$ cat src/rtl/vga_timing_gen.sv
// Parametrised raster timing generator: pixel/line counters with registered sync, blanking,
// line/frame strobes, band chip-select and frame counter, all advancing only on en.
module vga_timing_gen #(
    parameter int H_DISPLAY = 640,
    parameter int H_FRONT   = 16,
    parameter int H_SYNC    = 96,
    parameter int H_BACK    = 48,
    parameter int V_DISPLAY = 480,
    parameter int V_FRONT   = 10,
    parameter int V_SYNC    = 2,
    parameter int V_BACK    = 33,
    parameter int H_POL     = 0,
    parameter int V_POL     = 0,
    parameter int BAND_H    = 32,
    parameter int CW        = 10,
    parameter int BW        = 4,
    parameter int FW        = 8
) (
    input  logic          clk,
    input  logic          reset,
    input  logic          en,
    output logic [CW-1:0] hpos,
    output logic [CW-1:0] vpos,
    output logic          hsync,
    output logic          vsync,
    output logic          display_on,
    output logic          line_start,
    output logic          frame_start,
    output logic          cs,
    output logic [BW-1:0] band_idx,
    output logic [FW-1:0] frame_cnt
);

    localparam int H_TOTAL  = H_DISPLAY + H_FRONT + H_SYNC + H_BACK;
    localparam int V_TOTAL  = V_DISPLAY + V_FRONT + V_SYNC + V_BACK;
    localparam int HS_START = H_DISPLAY + H_FRONT;
    localparam int HS_END   = HS_START + H_SYNC;
    localparam int VS_START = V_DISPLAY + V_FRONT;
    localparam int VS_END   = VS_START + V_SYNC;
    localparam int N_BANDS  = (BAND_H > 0) ? (V_DISPLAY + BAND_H - 1) / BAND_H : 1;
    localparam int XW       = CW + 1;

    // One extra bit so that window ends equal to the total still compare correctly.
    localparam logic [XW-1:0] H_LAST_X   = XW'(H_TOTAL - 1);
    localparam logic [XW-1:0] V_LAST_X   = XW'(V_TOTAL - 1);
    localparam logic [XW-1:0] H_DISP_X   = XW'(H_DISPLAY);
    localparam logic [XW-1:0] V_DISP_X   = XW'(V_DISPLAY);
    localparam logic [XW-1:0] HS_START_X = XW'(HS_START);
    localparam logic [XW-1:0] HS_END_X   = XW'(HS_END);
    localparam logic [XW-1:0] VS_START_X = XW'(VS_START);
    localparam logic [XW-1:0] VS_END_X   = XW'(VS_END);
    localparam logic [CW-1:0] BAND_LAST  = CW'(BAND_H - 1);
    localparam logic          H_ACT      = (H_POL != 0);
    localparam logic          V_ACT      = (V_POL != 0);

    generate
        if (H_DISPLAY < 1 || H_SYNC < 1 || V_DISPLAY < 1 || V_SYNC < 1 ||
            H_FRONT < 0 || H_BACK < 0 || V_FRONT < 0 || V_BACK < 0) begin : g_bad_timing
            $error("vga_timing_gen: display/sync widths must be >= 1 and porches >= 0");
        end
        if (BAND_H < 1 || BAND_H > V_DISPLAY) begin : g_bad_band
            $error("vga_timing_gen: BAND_H must be within 1..V_DISPLAY");
        end
        if (CW < 1 || CW > 30 || (H_TOTAL - 1) >= (1 << CW) || (V_TOTAL - 1) >= (1 << CW)) begin : g_bad_cw
            $error("vga_timing_gen: CW too small for H_TOTAL-1 / V_TOTAL-1");
        end
        if (BW < 1 || BW > 30 || (N_BANDS - 1) >= (1 << BW)) begin : g_bad_bw
            $error("vga_timing_gen: BW too small for the band count");
        end
        if (FW < 1) begin : g_bad_fw
            $error("vga_timing_gen: FW must be >= 1");
        end
    endgenerate

    logic          started;
    logic [CW-1:0] band_line;
    logic [CW-1:0] h_nxt;
    logic [CW-1:0] v_nxt;
    logic          frame_wrap;
    logic [XW-1:0] h_x;
    logic [XW-1:0] v_x;

    // Position the registered outputs will describe after this en; the first en presents (0,0).
    always_comb begin
        h_nxt      = hpos;
        v_nxt      = vpos;
        frame_wrap = 1'b0;
        if (started) begin
            if ({1'b0, hpos} == H_LAST_X) begin
                h_nxt = '0;
                if ({1'b0, vpos} == V_LAST_X) begin
                    v_nxt      = '0;
                    frame_wrap = 1'b1;
                end else begin
                    v_nxt = vpos + CW'(1);
                end
            end else begin
                h_nxt = hpos + CW'(1);
            end
        end
    end

    assign h_x = {1'b0, h_nxt};
    assign v_x = {1'b0, v_nxt};

    always_ff @(posedge clk or negedge reset) begin
        if (!reset) begin
            started     <= 1'b0;
            hpos        <= '0;
            vpos        <= '0;
            hsync       <= ~H_ACT;
            vsync       <= ~V_ACT;
            display_on  <= 1'b0;
            line_start  <= 1'b0;
            frame_start <= 1'b0;
            cs          <= 1'b0;
            band_idx    <= '0;
            band_line   <= '0;
            frame_cnt   <= '0;
        end else if (en) begin
            started     <= 1'b1;
            hpos        <= h_nxt;
            vpos        <= v_nxt;
            hsync       <= (h_x >= HS_START_X && h_x < HS_END_X) ? H_ACT : ~H_ACT;
            vsync       <= (v_x >= VS_START_X && v_x < VS_END_X) ? V_ACT : ~V_ACT;
            display_on  <= (h_x < H_DISP_X) && (v_x < V_DISP_X);
            line_start  <= (h_nxt == '0);
            frame_start <= (h_nxt == '0) && (v_nxt == '0);
            if (frame_wrap) begin
                frame_cnt <= frame_cnt + 1'b1;
            end
            // band_line tracks the line within the current band; bands only advance in the visible area.
            if (h_nxt == '0) begin
                if (v_nxt == '0) begin
                    band_line <= '0;
                    cs        <= 1'b0;
                    band_idx  <= '0;
                end else if (band_line == BAND_LAST) begin
                    band_line <= '0;
                    if (v_x < V_DISP_X) begin
                        cs       <= ~cs;
                        band_idx <= band_idx + 1'b1;
                    end
                end else begin
                    band_line <= band_line + CW'(1);
                end
            end
        end
    end

endmodule

$ cat config.mk
export PLATFORM = sky130hd
export DESIGN_NAME = vga_timing_gen
export DESIGN_NICKNAME = d
export VERILOG_FILES = /design/src/rtl/vga_timing_gen.sv
export SDC_FILE = /design/constraint.sdc
export NUM_CORES = 1
export LEC_CHECK = 0
export ABC_AREA = 0
export BUFFER_PORTS_ARGS = -buffer_cell sky130_fd_sc_hd__buf_2
export CORE_MARGIN = 4
export CORE_UTILIZATION = 55
export DETAILED_ROUTE_END_ITERATION = 12
export GPL_ROUTABILITY_DRIVEN = 0
export GPL_TIMING_DRIVEN = 0
export PLACE_DENSITY = 0.73
export REMOVE_ABC_BUFFERS = 1
export SKIP_LAST_GASP = 1
export SYNTH_ARGS = -nofsm -noshare
export SYNTH_HDL_FRONTEND = slang
export SYNTH_SLANG_ARGS = --single-unit
export TNS_END_PERCENT = 30
$ cat constraint.sdc
create_clock -name clk -period 5.1 [get_ports clk]
set_input_delay 0.765 -clock clk [delete_from_list [all_inputs] [get_ports clk]]
set_output_delay 0.765 -clock clk [all_outputs]
set_load 0.02 [all_outputs]
Word level (Yosys, flattened, before mapping)
Index checks and enable logic that the tools add are counted.
W data, S select, Z words.

word-level totals
  register bits after elaboration = 49
  output and inout port bits = 38
  word-level logic and storage cells = 56

operators by class
  equality and inequality tests = 3
  add/subtract/negate cells = 5
  order comparisons = 6
  mux-type cells = 18
  bitwise gates (word level) = 1
  reduce and logical (&&, ||, !) cells = 11

operators by type and width
  operator                 number
  $mux W10                 7
  $add A10 B1 Y10 const B  3
  $eq A10 B10 Y1 const B   2
  $logic_not A10 Y1        2
  $lt A10 B10 Y1 const B   2
  $lt A10 B9 Y1 const B    2
  $mux W4                  3
  $eq A10 B5 Y1 const B    1
  $ge A10 B10 Y1 const B   1
  $ge A10 B9 Y1 const B    1
  $add A8 B1 Y8 const B    1
  $mux W1                  8
  $add A4 B1 Y4 const B    1
  $logic_and A1 B1 Y1      4
  $reduce_and A2 Y1        2
  $reduce_and A4 Y1        1
  $reduce_bool A2 Y1       2
  $not A1 Y1               1

Longest topological paths before layout
  word-level depth = 8
  depth in mapped cells = 11

Worst setup path before layout
Ideal clock, no wire load.

  path kind = register to register
  from = reg hpos[0]
  to = reg band_idx[0]
  stages on the path, launching flop included = 11
  data required time = 5.023 ns
  setup slack = 2.290 ns
  data arrival time = 2.733 ns
  period minus slack after synthesis = 2.810 ns
  buffers on the path = 2
  path through = dfrtp_1 ha_1 and4_4 buf_6 xor2_2 nor4_2 a41oi_2 or3_1 buf_2 or4b_4 o21ai_1

on the way
  word-level cells in the longest chain between the ends = 6

RTL lines
  item                                                line      RTL
  start: declaration                                  22        output logic [CW-1:0] hpos,
  start signal: assignment                            122       hpos <= h_nxt;
  $eq A10 B10 Y1                                      89        if ({1'b0, hpos} == H_LAST_X) begin
  $mux W10                                            89
  $mux W10                                            88        if (started) begin
  $lt A10 B9 Y1 or $logic_not A10 Y1 (tied branches)  140, 134
  $reduce_bool A2 Y1 (no source line)                 -
  $reduce_and A4 Y1 (no source line)                  -
  end signal: assignment                              142       band_idx <= band_idx + 1'b1;
  end: declaration                                    30        output logic [BW-1:0] band_idx,

Several ways; a longest one is shown, not always the timed one.
A chain may end at the register's enable or synchronous reset.

Worst setup path in the final report
  from = reg hpos[1]
  to = reg band_idx[0]

The elaborated chain is that of the path after synthesis.

==> flow_summary.toml <==
[status]
status = "finished clean"

[power_and_ir_drop]
ir_drop_uv = 186
powerDensity_nw_per_um2 = 288
cellLeakagePower_uw = 0.00146

[critical_path]
cp.arrival_ps = 3420
cp-end-kind = "register"
crit_path_cell_trace = "ha_1, and2_1, and3_1, a21oi_1, or3_1, or4b_4, o21ai_1"
cpPeakStageDelay_ps = 630
crit_slowest_cell = "or3_1"
crit_type = "reg -> reg"
required_ps = 5330
cp-start-kind = "register"
cpLargestDelayFamily = "simple AND/OR/NAND/NOR gates"
crit_fanout = 17
cp.buffers_inverters = 0

[sta]
worst_slew_pin_slew_ps = 1090
rsz0062_at_grt = "no"
slew-limit-headroom = 0.272
skew_ps = 8.80
period_minus_slack_ps = 3190
finalSetupViolCount = 0
slew_violations = 0
min_period_over_period = 0.625
max_freq_mhz = 314
hold_violations = 0
finalSetupTns_ps = 0

[cts]
cts.path.max_buffers = 2
post-cts-setup-buffers = 0
cts_hold_buf = 0
cts_resized = 0
htreeDepth = 2
cts_tree = "yes"
clk_pin_slew_ps = 100
worstSkewPairLatency_ps = 310
clock-root-buffer = "clkbuf_8"
clock-sinks = 49
cts_buffers = 5

[finish]
seq_area_um2 = 1230
fillers = 490
final_area_um2 = 3380
nets = 374
drive_above_1_share = 0.191
area_growth_pct = 8.27
multi_input_area_um2 = 1740
n_antenna_cell = 0

[place]
dpl_cell_area_um2 = 3290
port_buffers = 40
place_hpwl_mm = 4.78

[die]
start_util = 0.566
chipWidth_um = 83.3
core_um2 = 5510
die-area_um2 = 6940
die_h_um = 83.3
num_rows = 27
io-pin-count = 41

[global_route]
overflow = 0
grt_max_degree = 50
grt_util_all_layers = 0.212
antenna_found_initial = 0
grt_pass1_wl_mm = 12.3
grt_pass1_vias = 2534

[synth]
async_flop_share = 1.00
synthTopCellsByArea = "dfrtp_1 (38%), xnor2_1 (5.1%), o21ai_0 (4.0%)"
yosysSeqAreaShare = 0.394
ys_ff_latch = 49
syn_area_um2 = 3120
synth_cell_types = 65
yosys.area.top_type = "dfrtp_1"
ys_warn_count = 0
synth_cells = 339
synth-main-ff-cell = "dfrtp_1"
yosys.area.top_type_share = 0.377
yosys.cell_count.top_type = "dfrtp_1"
yosys-top-cells-count = "dfrtp_1 (47), nand2_1 (27), o21ai_0 (25)"
synth-edff-count = 0
avgSynthCellArea_um2 = 9.20

[drt]
vias_per_cell = 6.18
drtAntennaViolNets = 0
wl_mm = 6.85
drc = 0
wl_per_cell_um = 15.6
drt_first_pass_iters = 4
drtIter0Drc = 164
routed-via-count = 2705

[min_path]
hold_path.class = "reg -> reg"

[flow_run]
timing.max_cap.violations = 0
-- layout by cell type (no fill, tap or decap), drive strengths merged, types with 4 or more instances in the layout --
| cell | count |
|---|---|
| inv | 7 |
| and4 | 4 |
| xor2 | 4 |
| xnor2 | 18 |
| nand3 | 23 |
| and2 | 4 |
| or2 | 4 |
| and3 | 9 |
| a31oi | 10 |
| nor2 | 21 |
| or3 | 4 |
| nor4 | 8 |
| nand2 | 27 |
| nand4 | 8 |
| buf | 40 |
| o21ai | 28 |
| o31ai | 10 |
| nand2b | 8 |
| ha | 6 |
| nor3 | 10 |
| dfrtp | 47 |
| clkbuf | 5 |
| a21o | 4 |
| a21oi | 14 |
-- cells by family (layout without fill, tap and decap cells) --
family / count (synthesis) / count (layout) / share of synthesized area
and+or+nand+nor: 143 / 143 / 0.270
AOI/OAI and AO/OA: 90 / 90 / 0.196
buffers and inverters: 28 / 55 / 0.0477
xor gates and xnor gates: 22 / 22 / 0.0642
muxes: 1 / 1 / 0.00361
DFF: 49 / 49 / 0.394
adders and majority gates: 6 / 6 / 0.0241
-- state kept, by name, indices dropped and copies added (netlist names), 4 cells and up --
name / cells
band_line: 10
hpos: 10
vpos: 10
frame_cnt: 8
band_idx: 4
-- layout make-up --
class | instances | area share
clock buffer | 5 | 0.0204
clock inverter | 3 | 0.00630
inverter | 7 | 0.00778
multi-input combinational | 262 | 0.516
sequential | 49 | 0.364
tap | 72 | 0.0267
timing repair buffer | 40 | 0.0593
-- power breakdown --
group | internal, uW | switching, uW
Clock | 97.6 | 142
Sequential | 419 | 66.7
Combinational | 96.1 | 150
Total | 613 | 359
-- metal layers --
metal | global-route usage | vias to the layer above | share of wire
li1 | - | 1314 | -
met1 | 0.299 | 1299 | 0.47
met2 | 0.321 | 78 | 0.46
met3 | 0.0387 | 14 | 0.051
met4 | 0.0817 | 0 | 0.021
met5 | 0 | - | 0
-- through the flow --
stage          total power [uW]  std cells  utilization  setup WS [ps]  hold slack (ps)
6_report                    972        438        0.613           1910              479
3_5_place_dp                741        430        0.597           1970              465
4_1_cts                     979        438        0.613           1920              479
2_1_floorplan               659        318            -           2260              469
3_3_place_gp                735        430        0.597           2010              459
5_1_grt                    1040        438        0.613           1630              504
-- path summary, 6_finish.rpt --
check / startpoint / end / slack (ps) / cells after the start
setup / recovery: hpos[1]$_DFFE_PN0P_ / band_idx[0]$_DFFE_PN0P_ / 1910 / 7
hold / removal: frame_cnt[7]$_DFFE_PN0P_ / frame_cnt[7]$_DFFE_PN0P_ / 480 / 1
setup reg to reg: hpos[1]$_DFFE_PN0P_ / band_idx[0]$_DFFE_PN0P_ / 1910 / 7
hold reg to reg: frame_cnt[7]$_DFFE_PN0P_ / frame_cnt[7]$_DFFE_PN0P_ / 480 / 1
max in group asynchronous: reset / band_line[4]$_DFFE_PN0P_ / 3780 / 1
min in group asynchronous: reset / hpos[6]$_DFFE_PN0P_ / 630 / 1
Note: power is estimated with default switching activity, not from simulation.
